[src/rtl/ser_dser_loop.sv]
// rtl/ser_dser_loop.sv - byte serializer/deserializer loopback over an internal 1-bit line
// A free-running 10-bit framer drives sline_q; a three-state receiver recovers the word.
module ser_dser_loop (
   input  logic       clk,
   input  logic       reset,
   input  logic [7:0] in,
   output logic [7:0] out
);
   typedef enum logic [1:0] {RX_IDLE, RX_DATA, RX_STOP} rx_state_t;

   logic [3:0] tx_cnt_q, tx_cnt_d;
   logic [7:0] tx_sr_q, tx_sr_d;
   logic       sline_q, sline_d;
   rx_state_t  rx_state_q, rx_state_d;
   logic [7:0] rx_sr_q, rx_sr_d;
   logic [2:0] rx_cnt_q, rx_cnt_d;
   logic [7:0] out_q, out_d;
   logic [2:0] tx_idx;

   // tx_cnt 1..8 selects data bit 0..7; the 3-bit subtract maps 8 onto 7.
   assign tx_idx = tx_cnt_q[2:0] - 3'd1;

   always_comb begin
      tx_sr_d  = tx_sr_q;
      sline_d  = sline_q;
      tx_cnt_d = (tx_cnt_q == 4'd9) ? 4'd0 : tx_cnt_q + 4'd1;
      if (tx_cnt_q == 4'd0) begin
         tx_sr_d = in;
         sline_d = 1'b0;
      end else if (tx_cnt_q == 4'd9) begin
         sline_d = 1'b1;
      end else begin
         sline_d = tx_sr_q[tx_idx];
      end
   end

   always_comb begin
      rx_state_d = rx_state_q;
      rx_sr_d    = rx_sr_q;
      rx_cnt_d   = rx_cnt_q;
      out_d      = out_q;
      case (rx_state_q)
         RX_IDLE: begin
            if (!sline_q) begin
               rx_state_d = RX_DATA;
               rx_cnt_d   = 3'd0;
            end
         end
         RX_DATA: begin
            rx_sr_d  = {sline_q, rx_sr_q[7:1]};
            rx_cnt_d = rx_cnt_q + 3'd1;
            if (rx_cnt_q == 3'd7) rx_state_d = RX_STOP;
         end
         RX_STOP: begin
            // A low stop bit is a framing error: the word is dropped.
            if (sline_q) out_d = rx_sr_q;
            rx_state_d = RX_IDLE;
         end
         default: rx_state_d = RX_IDLE;
      endcase
   end

   always_ff @(posedge clk) begin
      if (reset) begin
         tx_cnt_q   <= 4'd0;
         tx_sr_q    <= 8'h00;
         sline_q    <= 1'b1;
         rx_state_q <= RX_IDLE;
         rx_sr_q    <= 8'h00;
         rx_cnt_q   <= 3'd0;
         out_q      <= 8'h00;
      end else begin
         tx_cnt_q   <= tx_cnt_d;
         tx_sr_q    <= tx_sr_d;
         sline_q    <= sline_d;
         rx_state_q <= rx_state_d;
         rx_sr_q    <= rx_sr_d;
         rx_cnt_q   <= rx_cnt_d;
         out_q      <= out_d;
      end
   end

   assign out = out_q;
endmodule

[config.mk]
export PLATFORM = sky130hd
export DESIGN_NAME = ser_dser_loop
export DESIGN_NICKNAME = d
export VERILOG_FILES = /design/src/rtl/ser_dser_loop.sv
export SDC_FILE = /design/constraint.sdc
export NUM_CORES = 1
export LEC_CHECK = 0
export BUFFER_PORTS_ARGS = -buffer_cell sky130_fd_sc_hd__clkbuf_2
export CORE_MARGIN = 3
export CORE_UTILIZATION = 52
export CTS_BUF_LIST = sky130_fd_sc_hd__clkbuf_8
export CTS_CLUSTER_SIZE = 14
export DETAILED_ROUTE_END_ITERATION = 8
export PLACE_DENSITY = 0.76
export SLEW_MARGIN = 30
export SYNTH_ARGS = -nofsm -noshare
export SYNTH_HDL_FRONTEND = slang
export SYNTH_SLANG_ARGS = --single-unit
[constraint.sdc]
create_clock -name clk -period 1.6 [get_ports clk]
set_clock_uncertainty 0.1 [all_clocks]
set_input_delay 0.08 -clock clk [delete_from_list [all_inputs] [get_ports clk]]
set_output_delay 0.08 -clock clk [all_outputs]
set_load 0.01 [all_outputs]
---- Word level (Yosys, flattened, before mapping) ----
Index checks and enable logic that the tools add are counted.
word-level totals
  bits in registers ....................... 34
  word-level logic and storage cells ...... 33
cells by class
  order comparisons ....................... 1
  reductions and logical operators ........ 7
  muxes and demuxes ....................... 9
  eq/ne operators ......................... 6
  add/sub/neg operators ................... 3
operators with widths
  cell                 number
  $pmux 3 s2           1
  $reduce_and 2->1     3
  $add 4x1->4 const B  1
  $eq 4x4->1 const B   1
  $logic_not 4->1      1
  $lt 3x4->1 const B   1
  $mux 2               2
  $ne 2x2->1 const B   2
  $pmux 2 s2           1
  $add 3x1->3 const B  1
  $bmux 1 s3           1
  $eq 3x3->1 const B   1
  $mux 1               3
  $mux 3               1
  $sub 3x1->3 const B  1
  $eq 2x1->1 const B   1
  $eq 2x2->1 const B   1
  $logic_not 2->1      1
  $reduce_bool 2->1    1
  $reduce_or 2->1      1

---- Longest topological paths before layout ----
  depth in word-level cells ............... 5
  mapped depth ............................ 6
  gate-level depth less buffers ........... 5

---- Worst setup path before layout ----
OpenSTA, ideal clock, no wires.
  path kind ............................... reg-to-reg
  start point ............................. register tx_cnt_q[0]
  end point ............................... register sline_q
  path slack .............................. -0.140 ns
  stages on the path, launching flop included .. 6
  period minus slack after synthesis ...... 1.740 ns
  arrival ................................. 1.517 ns
  path through ............................ dfxtp_1 -> inv_1 -> ha_1 -> mux4_1 -> mux2i_1 -> a21oi_1
between the ends
  word-level cells in the longest chain between the ends .. 5
ends and longest elaborated chain
  item                          line  source
  start, declared               11    logic [3:0] tx_cnt_q, tx_cnt_d;
  start signal, assigned        73    tx_cnt_q <= tx_cnt_d;
  $sub 3x1->3                   21    assign tx_idx = tx_cnt_q[2:0] - 3'd1;
  via tx_idx[0]                 18    logic [2:0] tx_idx;
  $bmux 1 s3                    33    sline_d = tx_sr_q[tx_idx];
  $mux 1 (implied by the code)  33
  $mux 1                        30    end else if (tx_cnt_q == 4'd9) begin
  $mux 1                        27    if (tx_cnt_q == 4'd0) begin
  end signal, assigned          75    sline_q <= sline_d;
  end, declared                 13    logic sline_q, sline_d;
The timed path passes the listed nets, and every way through them passes these cells. The select of a mux whose other input is x is not followed.
A chain may end at the register's enable or synchronous reset.

---- Worst setup path after layout ----
  start point ............................. register tx_cnt_q[1]
  end point ............................... register sline_q
between the ends
  word-level cells in the longest chain between the ends .. 5
ends and longest elaborated chain
  item                          line
  $sub 3x1->3                   21
  $bmux 1 s3                    33
  $mux 1 (implied by the code)  33
  $mux 1                        30
  $mux 1 *                      27
Mark *: on every way between the ends. The rest lies on a longest branch, timed or not. The select of a mux whose other input is x is not followed.

==> flow_metrics.py <==
metrics = {
    "pwr": {
        "power.leakage_nw": 0.688,
        "p_per_area_nw_per_um2": 1080,
        "ir_drop_v": 0.000913,
        "power_mw": 1.80,
    },
    "global_routing": {
        "grt_overflow": 0,
        "grt_use_total": 0.186,
        "grt_max_degree": 18,
        "grt_antenna_before_repair": 0,
        "grt_pass1_vias": 1039,
        "grt_pass1_wl_um": 4660,
    },
    "cts": {
        "path_clk_slew_ns": 0.07,
        "cts_tree": "yes",
        "clk_latency_ns": 0.28,
        "cts_num_sinks": 34,
        "cts.path.max_buffers": 2,
        "cts-buffers-inserted": 5,
        "cts_root_buf": "clkbuf_8",
        "htree_levels": 2,
    },
    "timing": {
        "final.period_utilization": 0.977,
        "slew_violations": 0,
        "tightest_slew_ns": 0.465,
        "fin_hold_ws_ns": 0.115,
        "max_slew_margin": 0.689,
        "hold_viol_final": 0,
        "final-setup-viol-count": 0,
        "finalCriticalPeriod_ns": 1.56,
        "grt_setup_unrepaired": "yes",
        "fmax_mhz": 640,
        "tns_ns": 0,
    },
    "finish": {
        "layout_commonest_cell": "dfxtp_1",
        "drive_gt1_frac": 0.236,
        "n_antenna_cell": 0,
        "area_growth_pct": 24.3,
        "layout_common_cells": "dfxtp_1, nand2_1, a21oi_1",
        "fillers": 190,
        "nNetsFinal": 192,
    },
    "run_status": {
        "status": "finished clean",
    },
    "critical_path": {
        "cpPeakStageDelay_ns": 0.48,
        "cp.arrival_ns": 1.63,
        "cpMaxStageDelayCell": "mux4_2",
        "cp_max_fo": 3,
        "worst-path-buf-inv": 1,
        "endpoint_kind": "flop",
        "critPathRequiredTime_ns": 1.66,
        "crit_family": "multiplexers",
        "cp-start-kind": "flop",
        "path_cells": "inv_2 > ha_4 > mux4_2 > mux2i_1 > a21oi_1",
        "worstSetupPathType": "reg2reg",
    },
    "synthesis": {
        "netlist_area_um2": 1350,
        "syn_nets": 160,
        "netlist.area_leader.share": 0.506,
        "synth_area_leaders": "dfxtp_1, a21oi_1, nand2_1, mux2i_1, ha_1",
        "synth.distinct_cells": 24,
        "ys_seq_elements": 34,
        "syn_avg_cell_area_um2": 9.28,
        "seq_area_frac_synth": 0.506,
        "yosys.area.top_type": "dfxtp_1",
        "syn_inst": 145,
        "yosys_warnings": 0,
    },
    "placement": {
        "port-buffer-count": 17,
        "dp_hpwl_um": 1780,
        "globalplace.congestion": 0.755,
    },
    "floorplanning": {
        "die_w_um": 56.9,
        "pin_count": 18,
        "start_util": 0.575,
        "die_y_um": 56.9,
        "rows": 17,
        "core-area_um2": 2340,
        "die_area_um2": 3230,
    },
    "min_path": {
        "hold_path.class": "in2reg",
    },
    "detailed_routing": {
        "viasPerCell": 5.26,
        "wire_per_inst_um": 13.0,
        "vias": 1083,
        "routed_wl_um": 2670,
        "ant_nets": 0,
        "drc": 0,
        "first_iter_violations": 39,
        "first_pass_iters": 4,
    },
    "job": {
        "drv_cap": 0,
    },
}
per-layer routing:
layer  up-vias  part of all wire  GRT usage  wire [um]
li1        553                 -          -          -
met1       505              0.48      0.239       1280
met4         0             0.020     0.0629         53
met3         6             0.031     0.0713         83
met2        19              0.47      0.284       1260
met5         -                 0          0          0
sequential cells by signal, summed over array words and instances, names as in the netlist:
name	flops
out	8
rx_cnt_q	3
rx_sr_q	8
rx_state_q	2
sline_q	1
tx_cnt_q	4
tx_sr_q	8
logic make-up (layout without fill, tap and decap cells):
logic type / count (synthesis) / count (layout) / share of synthesized area
buffers and inverters: 11 / 44 / 0.0391
XOR/XNOR: 3 / 3 / 0.0195
multiplexers: 11 / 11 / 0.103
adder cells (fa/ha/maj): 5 / 5 / 0.0465
flip-flops: 34 / 34 / 0.506
AO/OA/AOI/OAI: 26 / 26 / 0.103
AND/OR/NAND/NOR: 55 / 55 / 0.182
cell usage after synthesis:
library cell	count
ha_1	5
xor2_1	1
a31oi_1	1
nand2b_1	2
xnor2_1	2
and2_2	1
a21oi_1	20
buf_4	1
nand2_1	26
mux2i_1	9
dfxtp_1	34
buf_2	6
a31o_2	1
nor2b_1	3
mux4_1	1
nand3_1	9
a2111oi_0	1
nand3b_1	1
o21ai_0	3
inv_1	3
clkbuf_1	1
nor2_1	11
nor3b_1	2
mux4_2	1
final timing paths:
path / to / depth (start not counted) / slack (ns) / from
setup / recovery: sline_q / 5 / 0.04 / tx_cnt_q[1]
hold / removal: rx_cnt_q[0] / 2 / 0.11 / reset
setup reg to reg: sline_q / 5 / 0.04 / tx_cnt_q[1]
hold reg to reg: out[2] / 2 / 0.35 / out[2]
final cells by class:
class                      instances  area [um^2]  area share
multi-input combinational        100          623       0.373
inverter                           3         11.3     0.00674
tap                               28         35.0      0.0210
timing repair buffer              33          225       0.135
clock buffer                       6         82.6      0.0494
clock inverter                     2         8.76     0.00524
sequential                        34          686       0.410
where the power goes:
| part | switching (mW) | internal (mW) | total [mW] | leakage, nW |
|---|---|---|---|---|
| Combinational | 0.123 | 0.133 | 0.255 | 0.357 |
| Sequential | 0.0296 | 0.890 | 0.920 | 0.278 |
| Clock | 0.286 | 0.340 | 0.626 | 0.0524 |
through the flow:
stage,setup WS (ns),util,cell area (um^2),std cells
after global routing,-0.0425,0.714,1670,206
after CTS,0.0135,0.707,1650,204
after global placement,0.0554,0.633,1480,188
after detailed placement,-0.00642,0.633,1480,188
final,0.0364,0.714,1670,206
after floorplan,0.0411,-,1360,145
repair_timing:
action                                 4_1_cts  5_1_grt
resized for setup                            1        1
endpoints found under the hold margin        8        0
setup endpoints to repair                    1        7
setup buffers                                0        2
hold buffers                                 8        0
pin swaps                                    0        2
No activity file was read; power rests on OpenSTA's default activity.
